[src/rtl/intc_pkg.sv]
// Shared types and constants for the vectored interrupt controller.
package intc_pkg;

    typedef enum logic [2:0] {
        ST_IDLE,
        ST_ARM,
        ST_TAKE,
        ST_RUN,
        ST_RET
    } intc_state_e;

    localparam logic [1:0]  EXE_CORR_NONE    = 2'b00;
    localparam logic [11:0] DEFAULT_VEC_BASE = 12'h800;

    function automatic int id_width(input int n);
        return (n > 1) ? $clog2(n) : 1;
    endfunction

endpackage

[src/rtl/intc_prio_encoder.sv]
// Fixed-priority encoder: the lowest set index of eligible wins.
module intc_prio_encoder
    import intc_pkg::*;
#(
    parameter  int N_SRC = 4,
    localparam int ID_W  = id_width(N_SRC)
) (
    input  logic [N_SRC-1:0] eligible,
    output logic [ID_W-1:0]  winner,
    output logic             valid
);

    always_comb begin
        winner = '0;
        valid  = |eligible;
        // Scan downward so the lowest set index is the final assignment.
        for (int i = N_SRC - 1; i >= 0; i--) begin
            if (eligible[i]) winner = ID_W'(i);
        end
    end

endmodule

[src/rtl/vectored_interrupt_controller.sv]
// Prioritised, vectored interrupt controller for the RV32IMC fetch path.
// Define INTC_NESTING_EN to allow preemption by higher-priority sources (NEST_DEPTH-deep PC stack).
module vectored_interrupt_controller
    import intc_pkg::*;
#(
    parameter  int              N_SRC      = 4,
    parameter  int              PC_W       = 12,
    parameter  logic [PC_W-1:0] VEC_BASE   = PC_W'(DEFAULT_VEC_BASE),
    parameter  int              VEC_STRIDE = 4,
    parameter  int              NEST_DEPTH = 4,
    localparam int              ID_W       = id_width(N_SRC)
) (
    input  logic              clk,
    input  logic              nrst,
    input  logic [PC_W-1:0]   PC,
    input  logic [N_SRC-1:0]  irq_in,
    input  logic [N_SRC-1:0]  irq_mask,
    input  logic              if_ret,
    input  logic [1:0]        exe_correction,
    input  logic              if_prediction,
    input  logic              id_sel_pc,
    input  logic              if_clk_en,
    output logic              sel_ISR,
    output logic              ret_ISR,
    output logic              ISR_en,
    output logic              ISR_stall,
    output logic [PC_W-1:0]   save_PC,
    output logic [PC_W-1:0]   isr_addr,
    output logic [ID_W-1:0]   irq_id,
    output logic [N_SRC-1:0]  irq_ack,
    output intc_state_e       dbg_state
);

`ifdef INTC_NESTING_EN
    localparam bit NEST_EN = 1'b1;
`else
    localparam bit NEST_EN = 1'b0;
`endif
    localparam int DEPTH = NEST_EN ? NEST_DEPTH : 1;
    localparam int SP_W  = $clog2(DEPTH + 1);
    localparam int IDX_W = (DEPTH > 1) ? $clog2(DEPTH) : 1;

    intc_state_e      state, state_next;
    logic [N_SRC-1:0] irq_prev, pending, eligible, rise;
    logic [ID_W-1:0]  winner;
    logic             valid, safe, can_take, take, do_ret;
    logic [SP_W-1:0]  sp, sp_next;
    logic [IDX_W-1:0] push_idx, below_idx;
    logic [PC_W-1:0]  pc_stack [DEPTH];
    logic [ID_W-1:0]  id_stack [DEPTH];

    assign rise      = irq_in & ~irq_prev;
    assign eligible  = pending & irq_mask;
    assign safe      = (exe_correction == EXE_CORR_NONE) && !if_prediction && !id_sel_pc && if_clk_en;
    // An empty stack takes anything; otherwise only a strictly higher priority source with room left.
    assign can_take  = valid && ((sp == '0) || ((sp < SP_W'(DEPTH)) && (winner < irq_id)));
    assign push_idx  = IDX_W'(sp);
    assign below_idx = IDX_W'(sp - SP_W'(2));
    assign dbg_state = state;

    intc_prio_encoder #(.N_SRC(N_SRC)) u_prio (
        .eligible (eligible),
        .winner   (winner),
        .valid    (valid)
    );

    always_ff @(posedge clk) begin
        if (!nrst) state <= ST_IDLE;
        else       state <= state_next;
    end

    always_comb begin
        state_next = state;
        take       = 1'b0;
        do_ret     = 1'b0;
        sp_next    = sp;
        case (state)
            ST_IDLE: if (valid && !ISR_en) state_next = ST_ARM;
            ST_ARM: begin
                if (!can_take) begin
                    state_next = (sp != '0) ? ST_RUN : ST_IDLE;
                end else if (safe) begin
                    state_next = ST_TAKE;
                    take       = 1'b1;
                    sp_next    = sp + SP_W'(1);
                end
            end
            ST_TAKE: state_next = ST_RUN;
            ST_RUN: begin
                if (if_ret && if_clk_en) begin
                    state_next = ST_RET;
                    do_ret     = 1'b1;
                end else if (NEST_EN && can_take) begin
                    state_next = ST_ARM;
                end
            end
            ST_RET: begin
                sp_next    = sp - SP_W'(1);
                state_next = (sp == SP_W'(1)) ? ST_IDLE : ST_RUN;
            end
            default: state_next = ST_IDLE;
        endcase
    end

    always_ff @(posedge clk) begin
        if (!nrst) begin
            irq_prev  <= '0;
            pending   <= '0;
            sp        <= '0;
            sel_ISR   <= 1'b0;
            ret_ISR   <= 1'b0;
            ISR_en    <= 1'b0;
            ISR_stall <= 1'b0;
            save_PC   <= '0;
            isr_addr  <= '0;
            irq_id    <= '0;
            irq_ack   <= '0;
        end else begin
            irq_prev  <= irq_in;
            // A new edge in the ack cycle must survive the clear.
            pending   <= (pending & ~irq_ack) | rise;
            sp        <= sp_next;
            sel_ISR   <= take;
            ISR_stall <= take;
            ret_ISR   <= do_ret;
            ISR_en    <= (sp_next != '0);
            irq_ack   <= take ? (N_SRC'(1) << winner) : '0;
            if (take) begin
                pc_stack[push_idx] <= PC;
                id_stack[push_idx] <= winner;
                save_PC            <= PC;
                irq_id             <= winner;
                isr_addr           <= VEC_BASE + PC_W'(int'(winner) * VEC_STRIDE);
            end
            // Leaving RET with entries left: expose the interrupted ISR again.
            if (state == ST_RET && sp > SP_W'(1)) begin
                save_PC <= pc_stack[below_idx];
                irq_id  <= id_stack[below_idx];
            end
        end
    end

endmodule
[config.mk]
export PLATFORM = sky130hd
export DESIGN_NAME = vectored_interrupt_controller
export DESIGN_NICKNAME = d
export VERILOG_FILES = /design/src/rtl/intc_pkg.sv /design/src/rtl/intc_prio_encoder.sv /design/src/rtl/vectored_interrupt_controller.sv
export SDC_FILE = /design/constraint.sdc
export NUM_CORES = 1
export LEC_CHECK = 0
export ABC_AREA = 0
export CAP_MARGIN = 20
export CORE_MARGIN = 2
export CORE_UTILIZATION = 40
export CTS_CLUSTER_SIZE = 8
export DETAILED_ROUTE_END_ITERATION = 8
export MAX_ROUTING_LAYER = met4
export PLACE_DENSITY = 0.8
export SLEW_MARGIN = 15
export SYNTH_ARGS = -nofsm -noshare
export SYNTH_HDL_FRONTEND = slang
export SYNTH_SLANG_ARGS = --single-unit
[constraint.sdc]
create_clock -name clk -period 2.5 [get_ports clk]
set_input_delay 0.5 -clock clk [delete_from_list [all_inputs] [get_ports clk]]
set_output_delay 0.5 -clock clk [all_outputs]
set_load 0.02 [all_outputs]
Yosys cells after proc, flatten, opt, wreduce, memory -nomap -nowiden
Memory sizes are Yosys's and may differ from the RTL's. A register that Yosys moved wholly into a read port is not among the register bits. Index checks and enable logic that the tools add are counted.

Add/subtract/negate cells: 3. Order comparisons: 3. Equal/unequal tests: 9. Shift-type cells: 1. Multiplexer cells: 21. Bitwise operators: 7. Reduce and logical (&&, ||, !) cells: 23.

Operator list (number): 3-bit case mux with 5 select lines (1); 12-bit by 4-bit adder with 12-bit output (first input constant) (1); 4-bit bitwise AND (3); 2-bit two-way mux (6); 3-bit two-way mux (4); 1-bit two-way mux (9); 1-bit logical AND (8); 2-bit != test (second input constant) (4); 4-bit inverter (2); 3-bit by 2-bit == test with 1-bit output (second input constant) (2); 3-bit AND reduction (2); 1-bit zero test (5); 4-bit bitwise OR (1); 2-bit AND reduction (2); 2-bit nonzero test (2); 4-bit OR reduction (1); 1-bit by 2-bit left shift with 4-bit output (first input constant) (1); 3-bit by 1-bit == test with 1-bit output (second input constant) (1); 3-bit == test (second input constant) (1); 3-bit zero test (1); 3-bit != test (second input constant) (1); 2-bit zero test (1); 2-bit < comparator (1); 1-bit case mux with 2 select lines (1); other kinds (6) (6).

Register bits: 30. RAM bits: 14. Bits of input ports: 28. Output and inout port bits: 37. Memories: 2.

Memory list: pc_stack (depth 1, width 12, rd ports 1, clocked after memory_dff 1, wr ports 1, line vectored_interrupt_controller.sv:49) `logic [PC_W-1:0] pc_stack [DEPTH];`; id_stack (depth 1, width 2, rd ports 1, clocked after memory_dff 1, wr ports 1, line vectored_interrupt_controller.sv:50) `logic [ID_W-1:0] id_stack [DEPTH];`.

Longest topological paths before layout
Word-level depth: 14. Depth in mapped cells: 7. Gate-level depth less buffers: 4.

Cells and area by module
From an unflattened synthesis, not the netlist that was laid out.

Cell total of the unflattened synthesis: 169. Area total of the unflattened synthesis: 1535.2 um2.

Modules (own cells, without submodules): vectored_interrupt_controller (instances 1, cells an instance 162, area each 1500.2 um2); intc_prio_encoder (instances 1, cells an instance 7, area each 35.0 um2).

Worst setup path before layout
No wires, ideal clock.

Kind: input-to-reg. Start point: input exe_correction[0]. End point: register save_PC[11] (read register of pc_stack). Library setup time: 0.117 ns. Arrival time: 2.017 ns. Slack: 0.366 ns. Stages on the path: 5. Cells stage by stage: or4b_4 a2111oi_2 nor2_1 clkbuf_1 a22o_1.

Word-level cells in the longest chain between the ends: 8.

RTL lines: from (decl) (line vectored_interrupt_controller.sv:19) `input logic [1:0] exe_correction,`; 2-bit zero test (line vectored_interrupt_controller.sv:54) `assign safe = (exe_correction == EXE_CORR_NONE) && !if_prediction && !id_sel_pc && if_clk_en;`; 1-bit logical AND (3 in a row) (line vectored_interrupt_controller.sv:54); 1-bit two-way mux (line vectored_interrupt_controller.sv:82) `end else if (safe) begin`; 1-bit two-way mux (line vectored_interrupt_controller.sv:80) `if (!can_take) begin`; 1-bit two-way mux (line vectored_interrupt_controller.sv:77) `case (state)`; 2-bit nonzero test (no source line); to (decl) (line vectored_interrupt_controller.sv:27) `output logic [PC_W-1:0] save_PC,`.

Every way passes these cells. A chain may end at the register's enable or synchronous reset.

Final worst setup path
Start point: input exe_correction[0]. End point: register irq_ack[3].

Word-level cells in the longest chain between the ends: 8.

RTL lines: 2-bit zero test (line vectored_interrupt_controller.sv:54); 1-bit logical AND (3 in a row) (line vectored_interrupt_controller.sv:54); 1-bit two-way mux (line vectored_interrupt_controller.sv:82); 1-bit two-way mux (line vectored_interrupt_controller.sv:80); 1-bit two-way mux (line vectored_interrupt_controller.sv:77); 2-bit AND reduction (no source line); to (signal assigned) (line vectored_interrupt_controller.sv:127) `irq_ack <= take ? (N_SRC'(1) << winner) : '0;`; to (decl) (line vectored_interrupt_controller.sv:30) `output logic [N_SRC-1:0] irq_ack,`.

Every way passes these cells.

==> flow_metrics.py <==
metrics = {
    "power_and_ir_drop": {
        "pwr_density_cell_nw_per_um2": 545,
        "irDropWorstVdd_mv": 0.242,
        "cellInternalPower_mw": 0.822,
        "switchingPower_mw": 0.286,
        "leakage_nw": 0.794,
        "finalPower_mw": 1.11,
        "power_frac_seq_pct": 53.3,
        "sw_frac_of_total_pct": 25.8,
        "clockPowerShare_pct": 31.8,
        "p_comb_share_pct": 14.9,
    },
    "clocking": {
        "clock-sinks": 35,
        "cts_hold_buf": 0,
        "cts_tree": "done",
        "cts_root_buf": "clkbuf_4",
        "clk_latency_ps": 330,
        "cts_setup_buffers": 0,
        "numCtsBuffers": 5,
        "clockBufferDepth": 2,
        "cts_resized": 0,
        "cts_htree_levels": 2,
        "clk_pin_slew_ps": 100,
    },
    "sta": {
        "slew_violations": 0,
        "rsz0062_at_grt": "no",
        "fin_ws_ps": 206,
        "min_period_over_period_pct": 91.8,
        "finalSetupViolations": 0,
        "finalClockSkew_ps": 5.69,
        "hold_violations": 0,
        "clock.fmax_mhz": 436,
        "setup_tns_ps": 0,
        "min_period_ps": 2290,
        "timing.hold.ws_ps": 469,
    },
    "final_layout": {
        "num_antenna_cells": 0,
        "seq_area_sq_um": 701,
        "area_growth_pct": 43.8,
        "finalNetCount": 221,
        "final_area_sq_um": 2030,
        "multi_input_area_sq_um": 598,
        "drive_gt1_share_pct": 9.79,
        "fillers": 300,
    },
    "worst_setup_path": {
        "r2r-start": "dbg_state[0]$_SDFFE_PN0P_",
        "critPathArrivalTime_ps": 2570,
        "r2r-end": "irq_ack[3]$_SDFF_PN0_",
        "critPathMaxFanout": 4,
        "crit_path_start_kind": "input pin",
        "cp.required_ps": 2780,
        "path_class": "in2reg",
        "end_kind": "flop",
        "rr_worst_depth": 4,
        "rrSetupSlack_ps": 360,
    },
    "logic_synthesis": {
        "syn_area_per_cell_sq_um": 10.5,
        "yosysSeqAreaShare_pct": 49.6,
        "synth.distinct_cells": 37,
        "synth_area_sq_um": 1410,
        "yosys_warnings": 0,
        "postSynthCellCount": 135,
        "synth-seq-cells": 35,
    },
    "placement": {
        "pre_cts_ws_ps": -131,
        "dp_hpwl_microns": 2580,
        "port_buffers": 55,
        "post_dp_cell_area_sq_um": 1960,
        "gp_congestion": 0.706,
    },
    "die": {
        "rows": 21,
        "die_h_microns": 63.4,
        "die_area_sq_um": 4020,
        "coreArea_sq_um": 3360,
        "die_w_microns": 63.4,
        "start_util_pct": 42.0,
        "boundaryPins": 65,
    },
    "min_path": {
        "holdCritStartpoint": "irq_id[1]$_SDFFE_PN0P_",
        "whs_path_depth": 1,
        "whs_endpoint": "irq_id[1]$_SDFFE_PN0P_",
        "hold_path.class": "reg2reg",
    },
    "drt": {
        "wl_per_cell_microns": 14.0,
        "drt-total-wl_microns": 3360,
        "drtPass1Iterations": 4,
        "ant_nets": 0,
        "drt-initial-drc-count": 68,
        "drc_errors": 0,
        "num_vias": 1203,
        "routed_via_density": 5.01,
    },
    "grt": {
        "grt_usage_pct": 18.2,
        "grt_overflow_total": 0,
        "grt_start_max_net_pins": 17,
        "grt_pass1_vias": 1187,
        "antenna_found_initial": 0,
        "grt_first_pass_wirelength_microns": 5530,
    },
    "job": {
        "max_cap_viol_count": 0,
    },
    "outcome": {
        "outcome": "finished clean",
    },
}
kinds of logic (layout without fill, tap and decap cells):
family / count (synthesis) / count (layout) / share of synthesized area, %
AND/OR/NAND/NOR: 44 / 44 / 20.1
AO/OA/AOI/OAI: 35 / 35 / 19.8
flip-flops: 35 / 35 / 49.6
buffers and inverters: 20 / 71 / 10.2
other: 1 / 9 / 0.265
area by class of cell:
cell class	instances	share of cell area, %
Tap cell	46	2.83
Multi-Input combinational cell	88	29.4
Clock inverter	1	0.369
Sequential cell	35	34.5
Inverter	2	0.369
Clock buffer	7	3.20
Timing Repair Buffer	61	29.3
critical path, stage by stage:
cell	delay (ps)
clkdlybuf4s50_1	420
or4b_4	550
or4_1	640
nor3b_2	300
and2_1	170
worst max path at each step:
stage	startpoint	to	slack, ps	cells past startpoint
3_3_place_gp	exe_correction[0]	irq_ack[3]$_SDFF_PN0_	-70	5
4_1_cts	if_clk_en	irq_ack[3]$_SDFF_PN0_	210	5
2_1_floorplan	exe_correction[0]	save_PC[11]$_SDFFE_PN0P_	370	5
5_1_grt	if_clk_en	irq_ack[2]$_SDFF_PN0_	100	5
6_report	exe_correction[0]	irq_ack[3]$_SDFF_PN0_	210	5
3_5_place_dp	if_clk_en	irq_ack[3]$_SDFF_PN0_	-130	5
layout by cell type (no fill, tap or decap), drive strengths merged, types with 2 or more instances in the layout:
master,instances
nor3b,3
clkdlybuf4s50,55
clkbuf,7
a21o,2
nand2,4
conb,9
and2,7
nor3,4
dfxtp,35
o21ai,2
a22o,15
nor2b,2
buf,6
nand3,2
nor2,8
a22oi,2
nor4b,2
inv,2
a2111oi,2
nand2b,8
a21oi,4
or4b,2
Yosys cell counts, drive strengths merged:
cell type	instances	share of area (%)
nor3b	3	1.9
a211oi	1	0.53
o2bb2ai	1	0.62
buf	14	8.6
nand2	4	1.1
and2	7	3.1
o31ai	1	0.53
o21ai	2	0.71
nor3	4	1.4
nand2b	8	3.5
a22oi	2	1.1
a21oi	4	1.4
or4b	2	1.9
inv	2	0.53
a21boi	1	0.53
o311a	1	0.71
a311oi	1	0.62
nor2b	2	0.89
o41ai	1	0.62
a31oi	1	0.44
or4	1	0.53
dfxtp	35	50
a21o	2	1.1
nand3	2	0.71
nand4	1	0.44
a22o	15	9.3
nor4b	2	1.2
clkbuf	4	1.1
nor2	8	3.3
conb	1	0.27
a2111oi	2	1.7
per-stage QoR:
step	instances	util [%]
floorplan	143	-
global placement	232	58.3
detailed placement	232	58.3
CTS	240	60.4
global route	240	60.4
finish	240	60.4
state kept, by name (all words and copies together) (netlist names):
register / flops
dbg_state: 3
irq_prev: 4
isr_addr: 3
push_idx: 1
ISR_stall: 1
irq_id: 2
ret_ISR: 1
irq_ack: 4
save_PC: 12
pending: 4
per-layer routing:
layer | wire (microns) | part of all wire [%] | track usage (%) | vias up
li1 | - | - | - | 585
met2 | 1760 | 52 | 31.7 | 45
met4 | 76 | 2.3 | 8.97 | 0
met1 | 1370 | 41 | 18.9 | 565
met3 | 146 | 4.3 | 4.82 | 8
met5 | 0 | 0 | - | -
power groups by stage:
stage	logic [mW]	registers (mW)	clock network, mW
4_1_cts	0.166	0.589	0.362
3_5_place_dp	0.164	0.602	0
2_1_floorplan	0.102	0.599	0
3_3_place_gp	0.159	0.600	0
6_report	0.165	0.590	0.352
5_1_grt	0.178	0.593	0.388
(Power assumes the default switching activity.)
